### src/rtl/ps2_host_tx.sv
// ps2_host_tx: PS/2 host-to-device byte transmitter (inhibit, start, 8 data, odd parity, stop, ACK).
// Define PS2_TX_TIMEOUT_EN to abort a frame the device never finishes clocking.
module ps2_host_tx #(
    parameter int INHIBIT_CYC = 5000,
    parameter int TIMEOUT_CYC = 850000
) (
    input  logic       CLOCK_50,
    input  logic       KEY0,
    input  logic       PS2_CLK,
    input  logic       PS2_DAT,
    output logic       ps2_clk_oe,
    output logic       ps2_dat_oe,
    input  logic [7:0] tx_data,
    input  logic       tx_valid,
    output logic       tx_ready,
    output logic       tx_busy,
    output logic       tx_done,
    output logic       tx_err
);
    typedef enum logic [2:0] {IDLE, INHIBIT, START, BITS, STOP, ACK, WAIT_IDLE} state_t;
    localparam int IW = $clog2(INHIBIT_CYC + 1);

    state_t        r_state, w_next;
    logic [IW-1:0] r_inh_cnt;
    logic [3:0]    r_bit_cnt;
    logic [7:0]    r_data;
    logic          r_parity;
    logic [1:0]    r_clk_sync, r_dat_sync;
    logic          r_clk_prev;
    logic [8:0]    w_frame;
    logic          w_bit, w_fall, w_clk, w_dat, w_inh_last, w_accept, w_timeout;

    assign w_clk      = r_clk_sync[1];
    assign w_dat      = r_dat_sync[1];
    assign w_fall     = r_clk_prev & ~w_clk;
    assign w_frame    = {r_parity, r_data};
    assign w_bit      = w_frame[r_bit_cnt];
    assign w_inh_last = r_inh_cnt == IW'(INHIBIT_CYC - 1);
    assign tx_ready   = KEY0 && r_state == IDLE;
    assign tx_busy    = ~tx_ready;
    assign w_accept   = tx_valid & tx_ready;

    always_ff @(posedge CLOCK_50) begin
        if (!KEY0) begin
            r_state    <= IDLE;
            r_inh_cnt  <= '0;
            r_bit_cnt  <= '0;
            r_data     <= '0;
            r_parity   <= 1'b0;
            r_clk_sync <= 2'b11;
            r_dat_sync <= 2'b11;
            r_clk_prev <= 1'b1;
        end else begin
            r_state    <= w_next;
            r_clk_sync <= {r_clk_sync[0], PS2_CLK};
            r_dat_sync <= {r_dat_sync[0], PS2_DAT};
            r_clk_prev <= w_clk;
            r_inh_cnt  <= (r_state == INHIBIT) ? r_inh_cnt + 1'b1 : '0;
            if (w_accept) begin
                r_data   <= tx_data;
                r_parity <= ~^tx_data;
            end
            // index 8 (parity) is the last bit driven; the next edge moves to STOP
            if (r_state == START)
                r_bit_cnt <= '0;
            else if (r_state == BITS && w_fall && r_bit_cnt != 4'd8)
                r_bit_cnt <= r_bit_cnt + 1'b1;
        end
    end

`ifdef PS2_TX_TIMEOUT_EN
    localparam int TW = $clog2(TIMEOUT_CYC + 1);
    logic [TW-1:0] r_to_cnt;
    logic          w_to_active;
    assign w_to_active = r_state inside {START, BITS, STOP, ACK, WAIT_IDLE};
    always_ff @(posedge CLOCK_50) begin
        if (!KEY0)
            r_to_cnt <= '0;
        else
            r_to_cnt <= w_to_active ? r_to_cnt + 1'b1 : '0;
    end
    assign w_timeout = w_to_active && r_to_cnt == TW'(TIMEOUT_CYC);
`else
    // never fires: the device may hold the bus indefinitely
    assign w_timeout = (TIMEOUT_CYC < 0);
`endif

    always_comb begin
        w_next     = r_state;
        ps2_clk_oe = 1'b0;
        ps2_dat_oe = 1'b0;
        tx_done    = 1'b0;
        tx_err     = 1'b0;
        case (r_state)
            IDLE:      if (w_accept) w_next = INHIBIT;
            INHIBIT: begin
                ps2_clk_oe = 1'b1;
                ps2_dat_oe = w_inh_last;
                if (w_inh_last) w_next = START;
            end
            START: begin
                ps2_dat_oe = 1'b1;
                if (w_fall) w_next = BITS;
            end
            BITS: begin
                ps2_dat_oe = ~w_bit;
                if (w_fall && r_bit_cnt == 4'd8) w_next = STOP;
            end
            STOP:      w_next = ACK;
            ACK: begin
                if (w_fall) begin
                    tx_err = w_dat;
                    w_next = w_dat ? IDLE : WAIT_IDLE;
                end
            end
            WAIT_IDLE: begin
                if (w_clk && w_dat) begin
                    tx_done = 1'b1;
                    w_next  = IDLE;
                end
            end
            default:   w_next = IDLE;
        endcase
        if (w_timeout) begin
            w_next     = IDLE;
            ps2_clk_oe = 1'b0;
            ps2_dat_oe = 1'b0;
            tx_done    = 1'b0;
            tx_err     = 1'b1;
        end
        if (!KEY0) begin
            ps2_clk_oe = 1'b0;
            ps2_dat_oe = 1'b0;
            tx_done    = 1'b0;
            tx_err     = 1'b0;
        end
    end
endmodule

### config.mk
export PLATFORM = sky130hd
export DESIGN_NAME = ps2_host_tx
export DESIGN_NICKNAME = d
export VERILOG_FILES = /design/src/rtl/ps2_host_tx.sv
export SDC_FILE = /design/constraint.sdc
export NUM_CORES = 1
export LEC_CHECK = 0
export ABC_CLOCK_PERIOD_IN_PS = 2400
export CAP_MARGIN = 0
export CORE_MARGIN = 1.5
export CORE_UTILIZATION = 30
export DETAILED_ROUTE_END_ITERATION = 8
export PLACE_DENSITY = 0.56
export SLEW_MARGIN = 20
export SYNTH_ARGS = -nofsm -noshare
export SYNTH_HDL_FRONTEND = slang
export SYNTH_SLANG_ARGS = --single-unit
### constraint.sdc
create_clock -name CLOCK_50 -period 2.4 [get_ports CLOCK_50]
set_clock_uncertainty 0.1 [all_clocks]
set_input_delay 0.36 -clock CLOCK_50 [delete_from_list [all_inputs] [get_ports CLOCK_50]]
set_output_delay 0.36 -clock CLOCK_50 [all_outputs]
set_load 0.01 [all_outputs]
==> impl_metrics.yaml, run 1 <==
outcome:
  status: "finished clean"
clocking:
  cts-hold-fix-buffers: 0
  cts_setup_buffers: 0
  cts_root_buffer: "clkbuf_8"
  cts.sinks: 34
  path_clk_slew_ns: 0.06
  cts_buffer_depth: 2
  h-tree-depth: 2
  insertion_delay_ns: 0.28
  cts_tree: "yes"
  numCtsBuffers: 5
worst_setup_path:
  cp-end-kind: "output port"
  path_buf_inv: 1
  rrSetupSlack_ns: 0.63
  critPathKind: "reg -> out"
  crit_slowest_cell: "or4b_4"
  cp.required_ns: 1.94
  arrival_ns: 1.85
  slowest_delay_ns: 0.54
  startpoint_type: "flop"
  cpLargestDelayFamily: "simple AND/OR/NAND/NOR gates"
  critPathMaxFanout: 2
  path_cells: "or4b_4, nor3_2, a21oi_1, a211oi_2, buf_2"
logic_synthesis:
  ys_types: 35
  syn_nets: 212
  yosysSeqAreaShare_pct: 40.7
  yosys_warnings: 0
  yosys_register_bits: 34
  synth_ff_type: "dfxtp_1"
  synth_edf_count: 0
  syn-mean-instance-area_um2: 8.53
  syn_inst: 196
  async_reset_ff_share_pct: 0
  syn_area_um2: 1670
final_layout:
  final_common_cell: "dfxtp_1"
  final_util_pct: 41.1
  fin_nets: 247
  drive_above_1_share_pct: 16.1
  num-fill-cells: 541
  final_cell_mix: "dfxtp_1 (32), nand2_1 (26), buf_4 (20)"
  final_area_um2: 2150
  multi_input_area_um2: 946
  syn_to_final_growth_pct: 28.7
  seqCellArea_um2: 683
  diodes: 0
global_route:
  grt_antenna_before_repair: 0
  grt_max_degree: 19
  grt_pass1_wl_um: 6110
  first_global_vias: 1343
  overflow: 0
  track_usage_pct: 12.7
floorplanning:
  coreArea_um2: 5240
  rows: 26
  ios: 19
  dieWidth_um: 77.6
  die_h_um: 77.6
  start_util_pct: 31.9
  dieArea_um2: 6030
drt:
  viasPerCell: 4.64
  drcViolationCount: 0
  totalWireLength_um: 3410
  drtIter0Drc: 70
  drt-pass1-iter-count: 4
  num_vias: 1393
  wl_per_cell_um: 11.4
  ant_nets: 0
run:
  drv_cap: 0
placed_design:
  placed_cell_area_um2: 2050
  portBuffers: 18
  dp_hpwl_um: 2560
  gp_congestion: 0.813
sta:
  min_period_ns: 2.31
  finalSetupViolations: 0
  rsz0062_at_grt: "yes"
  post-route-period-util_pct: 96.2
  tightest_slew_ns: 0.460
  hold_viol: 0
  fmax_ghz: 0.433
  max_slew_margin_pct: 69.0
  drv_slew: 0
pwr:
  power.leakage_nw: 0.848
  irDropWorstVdd_mv: 0.250
  p_per_area_nw_per_um2: 680
min_path:
  hp-class: "reg -> reg"
registers in the layout, indices dropped and copies added (netlist names):
name / cells
r_clk_sync: 2
r_inh_cnt: 13
r_data: 8
r_parity: 1
r_dat_sync: 2
r_clk_prev: 1
r_bit_cnt: 4
r_state: 3
through the flow:
| step | total power, mW | setup slack [ns] | TNS [ns] | hold slack [ns] | instances |
|---|---|---|---|---|---|
| finish | 1.46 | 0.0920 | 0 | 0.306 | 300 |
| global route | 1.56 | -0.000700 | -0.000700 | 0.328 | 300 |
| CTS | 1.48 | 0.00812 | 0 | 0.307 | 300 |
| detailed placement | 1.07 | -0.118 | -0.118 | 0.291 | 294 |
| global placement | 1.07 | -0.0947 | -0.0947 | 0.295 | 294 |
| floorplan | 0.925 | 0.246 | 0 | 0.286 | 196 |
layer usage:
layer / routed length [µm] / part of all wire [%] / vias up / global-route usage [%]
met1: 1690 / 50 / 632 / 16.3
met4: 51 / 1.5 / 0 / 5.09
li1: - / - / 732 / -
met2: 1540 / 45 / 24 / 19.8
met5: 0 / 0 / - / 0
met3: 135 / 4.0 / 5 / 3.65
synthesized netlist by cell type, types with 2 or more instances:
library cell  count  area share, %
and4_1            2            1.0
nor2b_1           4            1.5
mux2i_1           2            1.2
a21oi_1           7            2.1
o21ai_0          13            3.9
nand2b_1         10            3.7
xor2_1           10            5.2
inv_1             6            1.3
nand2_1          26            5.8
nor3_1            2           0.60
nand3_1           5            1.5
or4b_1            2            1.2
a21o_1            3            1.3
and2_1            5            1.9
mux4_2            2            2.7
clkbuf_1          7            1.6
dfxtp_1          34             41
ha_1              3            2.2
xnor2_1          11            5.8
o22ai_1           2           0.75
buf_2             3           0.90
nand4_1           5            1.9
nor2_1           17            3.8
and3_1            4            1.5
timing repair:
item	in CTS	in global routing
endpoints found under the setup margin	1	6
pin swaps	2	0
gates resized for setup	8	4
kinds of logic after synthesis:
kind of cell	after synthesis	share of synthesized area (%)
multiplexers	4	3.89
AO/OA/AOI/OAI	31	11.5
flip-flops	34	40.7
XOR/XNOR	21	11.0
adder cells (fa/ha/maj)	3	2.25
AND/OR/NAND/NOR	87	26.9
buffers and inverters	16	3.82
path summary, 6_finish.rpt:
path / to / depth (start not counted) / start
worst max-delay path: ps2_dat_oe / 5 / r_inh_cnt[4]
worst min-delay path: r_dat_sync[1] / 1 / r_dat_sync[0]
worst max register to register: r_state[1] / 5 / r_inh_cnt[3]
worst min register to register: r_dat_sync[1] / 1 / r_dat_sync[0]
final cells by class:
cell class | instances | area share (%)
Clock buffer | 6 | 3.84
Inverter | 6 | 1.05
Multi-Input combinational cell | 146 | 44.0
Sequential cell | 34 | 31.7
Tap cell | 70 | 4.07
Timing Repair Buffer | 38 | 15.3
report_power, final:
part	switching (mW)	internal (mW)
sequential	0.0361	0.618
clock	0.187	0.221
combinational	0.205	0.197
(Power assumes the default switching activity.)
==> run 2: changes to the inputs <==
--- a/config.mk
+++ b/config.mk
@@ -6,4 +6,5 @@
 export NUM_CORES = 1
 export LEC_CHECK = 0
+export ABC_AREA = 1
 export ABC_CLOCK_PERIOD_IN_PS = 2400
 export CAP_MARGIN = 0
--- a/constraint.sdc
+++ b/constraint.sdc
@@ -3,3 +3,3 @@
 set_input_delay 0.36 -clock CLOCK_50 [delete_from_list [all_inputs] [get_ports CLOCK_50]]
 set_output_delay 0.36 -clock CLOCK_50 [all_outputs]
-set_load 0.01 [all_outputs]
+set_load 0.1 [all_outputs]
==> run 2 against run 1 <==
Net effect: largest power group is now combinational cells; final cell count up 11%; non-clock buffer count down 17; fmax up 4.2%; critical path depth up 3; largest cell class unchanged; routed wire length up 1.3%.
==> impl_metrics.yaml, run 2 <==
outcome:
  status: "finished clean"
drt:
  viasPerCell: 4.54
  wl_per_cell_um: 10.4
  totalWireLength_um: 3460
  ant_nets: 0
  drt-pass1-iter-count: 4
  num_vias: 1506
  drcViolationCount: 0
  drtIter0Drc: 75
min_path:
  hp-class: "reg -> reg"
  hp-start: "r_dat_sync[0]"
  hold_end: "r_dat_sync[1]"
  worstHoldPathCells: 1
logic_synthesis:
  synth_ff_type: "dfxtp_1"
  yosysTopAreaCell: "dfxtp_1"
  synth_commonest_cells: "nand2_1 (47), dfxtp_1 (34), inv_1 (27)"
  yosysSeqAreaShare_pct: 39.2
  syn-mean-instance-area_um2: 7.35
  synth.area.top_cells: "dfxtp_1 (39%), nand2_1 (10%), inv_1 (5.8%)"
  yosys_warnings: 0
  synth_top_area_share_pct: 39.2
  syn_nets: 252
  async_reset_ff_share_pct: 0
  yosys_register_bits: 34
  syn_area_um2: 1740
  synth_edf_count: 0
  syn_inst: 236
  ys_types: 29
  synth_most_common_cell: "nand2_1"
floorplanning:
  coreArea_um2: 5540
  dieWidth_um: 79.1
  ios: 19
  rows: 27
  start_util_pct: 31.3
  die_h_um: 79.1
  dieArea_um2: 6250
global_route:
  grt_pass1_wl_um: 6000
  use_met3_pct: 3.10
  overflow: 0
  use_met1_pct: 17.1
  grt_max_degree: 16
  grt_antenna_before_repair: 0
  first_global_vias: 1317
  use_met2_pct: 17.9
  grt_busiest_layer: "met2"
  track_usage_pct: 12.4
placed_design:
  gp_congestion: 0.764
  dp_slack_ns: 0.301
  dp_hpwl_um: 2680
  portBuffers: 18
  dp_cells: 324
  placed_cell_area_um2: 2080
pwr:
  power_mw: 1.99
  irDropWorstVdd_mv: 0.549
  power.leakage_nw: 0.840
  p_per_area_nw_per_um2: 913
final_layout:
  multi_input_area_um2: 921
  num-fill-cells: 607
  syn_to_final_growth_pct: 25.2
  top_register: "r_inh_cnt"
  final_common_cell: "nand2_1"
  final_cell_mix: "nand2_1 (47), dfxtp_1 (34), inv_1 (27)"
  drive_above_1_share_pct: 18.1
  fin_cells: 332
  final_area_um2: 2170
  reg.largest.list: "r_inh_cnt (13), r_data (8), r_bit_cnt (4)"
  diodes: 0
  seqCellArea_um2: 681
  largest_reg_flops: 13
  fin_nets: 275
worst_setup_path:
  cp-end-kind: "output port"
  slowest_delay_ns: 0.35
  critPathMaxFanout: 3
  cp.required_ns: 1.94
  reg2reg_from: "r_bit_cnt[0]"
  crit_slowest_cell: "dfxtp_1"
  critPathKind: "reg -> out"
  rrSetupSlack_ns: 0.70
  path_cells: "ha_1, nand2_1, nor2_1, nand3_1, o21ai_0, inv_1, a21oi_2, buf_12"
  reg2regPathDepth: 8
  arrival_ns: 1.76
  timing.rr.end: "r_bit_cnt[3]"
  startpoint_type: "flop"
sta:
  min_period_ns: 2.22
  holdWs_ns: 0.319
  fmax_ghz: 0.451
  hold_viol: 0
  post-route-period-util_pct: 92.3
  timing.final.ws_setup_ns: 0.185
  drv_slew: 0
  rsz0062_at_grt: "no"
  max_slew_margin_pct: 75.7
  tightest_slew_ns: 0.364
  finalSetupViolations: 0
clocking:
  cts.sinks: 34
  insertion_delay_ns: 0.29
  numCtsBuffers: 5
  path_clk_slew_ns: 0.08
  cts_resized: 0
  cts_tree: "yes"
  cts_buffer_depth: 2
  cts_setup_buffers: 0
  cts_root_buffer: "clkbuf_8"
  cts-hold-fix-buffers: 0
  h-tree-depth: 2
run:
  drv_cap: 0
==> run 2: cell count changes after synthesis, sizes merged, moves of 6 or more <==
cell,previous run,this run
xnor2,11,5
inv,6,33
nand3,5,17
nor2,17,28
nand2,26,48
clkbuf,7,1
nand2b,10,0
==> run 2: final cells by class <==
type / instances / area share, %
clock buffer: 6 / 3.80
multi-input combinational: 164 / 42.4
clock inverter: 2 / 0.576
timing repair buffer: 21 / 12.1
inverter: 33 / 5.70
sequential: 34 / 31.3
tap: 72 / 4.15
==> run 2: how the worst max path moves through the flow <==
stage | start | slack (ns) | cells after the start | to
3_3_place_gp | KEY0 | 0.30 | 5 | tx_done
3_5_place_dp | KEY0 | 0.30 | 5 | tx_done
6_report | r_inh_cnt[0] | 0.18 | 8 | ps2_dat_oe
4_1_cts | r_inh_cnt[0] | 0.17 | 8 | ps2_dat_oe
5_1_grt | r_inh_cnt[0] | 0.03 | 8 | ps2_dat_oe
2_1_floorplan | KEY0 | -0.32 | 4 | tx_busy
==> run 2: kinds of logic after synthesis <==
kind of cell | Yosys count | share of synthesized area [%]
adder cells (fa/ha/maj) | 3 | 2.16
AO/OA/AOI/OAI | 37 | 12.3
buffers and inverters | 38 | 8.51
AND/OR/NAND/NOR | 114 | 32.7
flip-flops | 34 | 39.2
XOR/XNOR | 10 | 5.05
==> run 2: stage by stage <==
step	util, %	TNS [ns]
floorplan	-	-0.319
global route	39.2	0
detailed placement	37.5	0
global placement	37.5	0
finish	39.2	0
CTS	39.2	0
==> run 2: critical path, delay by kind of cell (launching register included) <==
kind            cells  cell delay [ns]
flops               1             0.35
simple gates        3             0.31
fa+ha+maj           1             0.17
buf+inv             2             0.26
compound gates      2             0.37
==> run 2: report_power, final <==
part	switching [mW]	internal, mW	total [mW]
Combinational	0.540	0.297	0.837
Sequential	0.0685	0.630	0.699
Clock	0.219	0.231	0.450
==> run 2: per-layer routing <==
metal	vias to the layer above	routed length [µm]
met5	-	0
met1	658	1840
met2	33	1390
li1	809	-
met3	6	154
met4	0	74
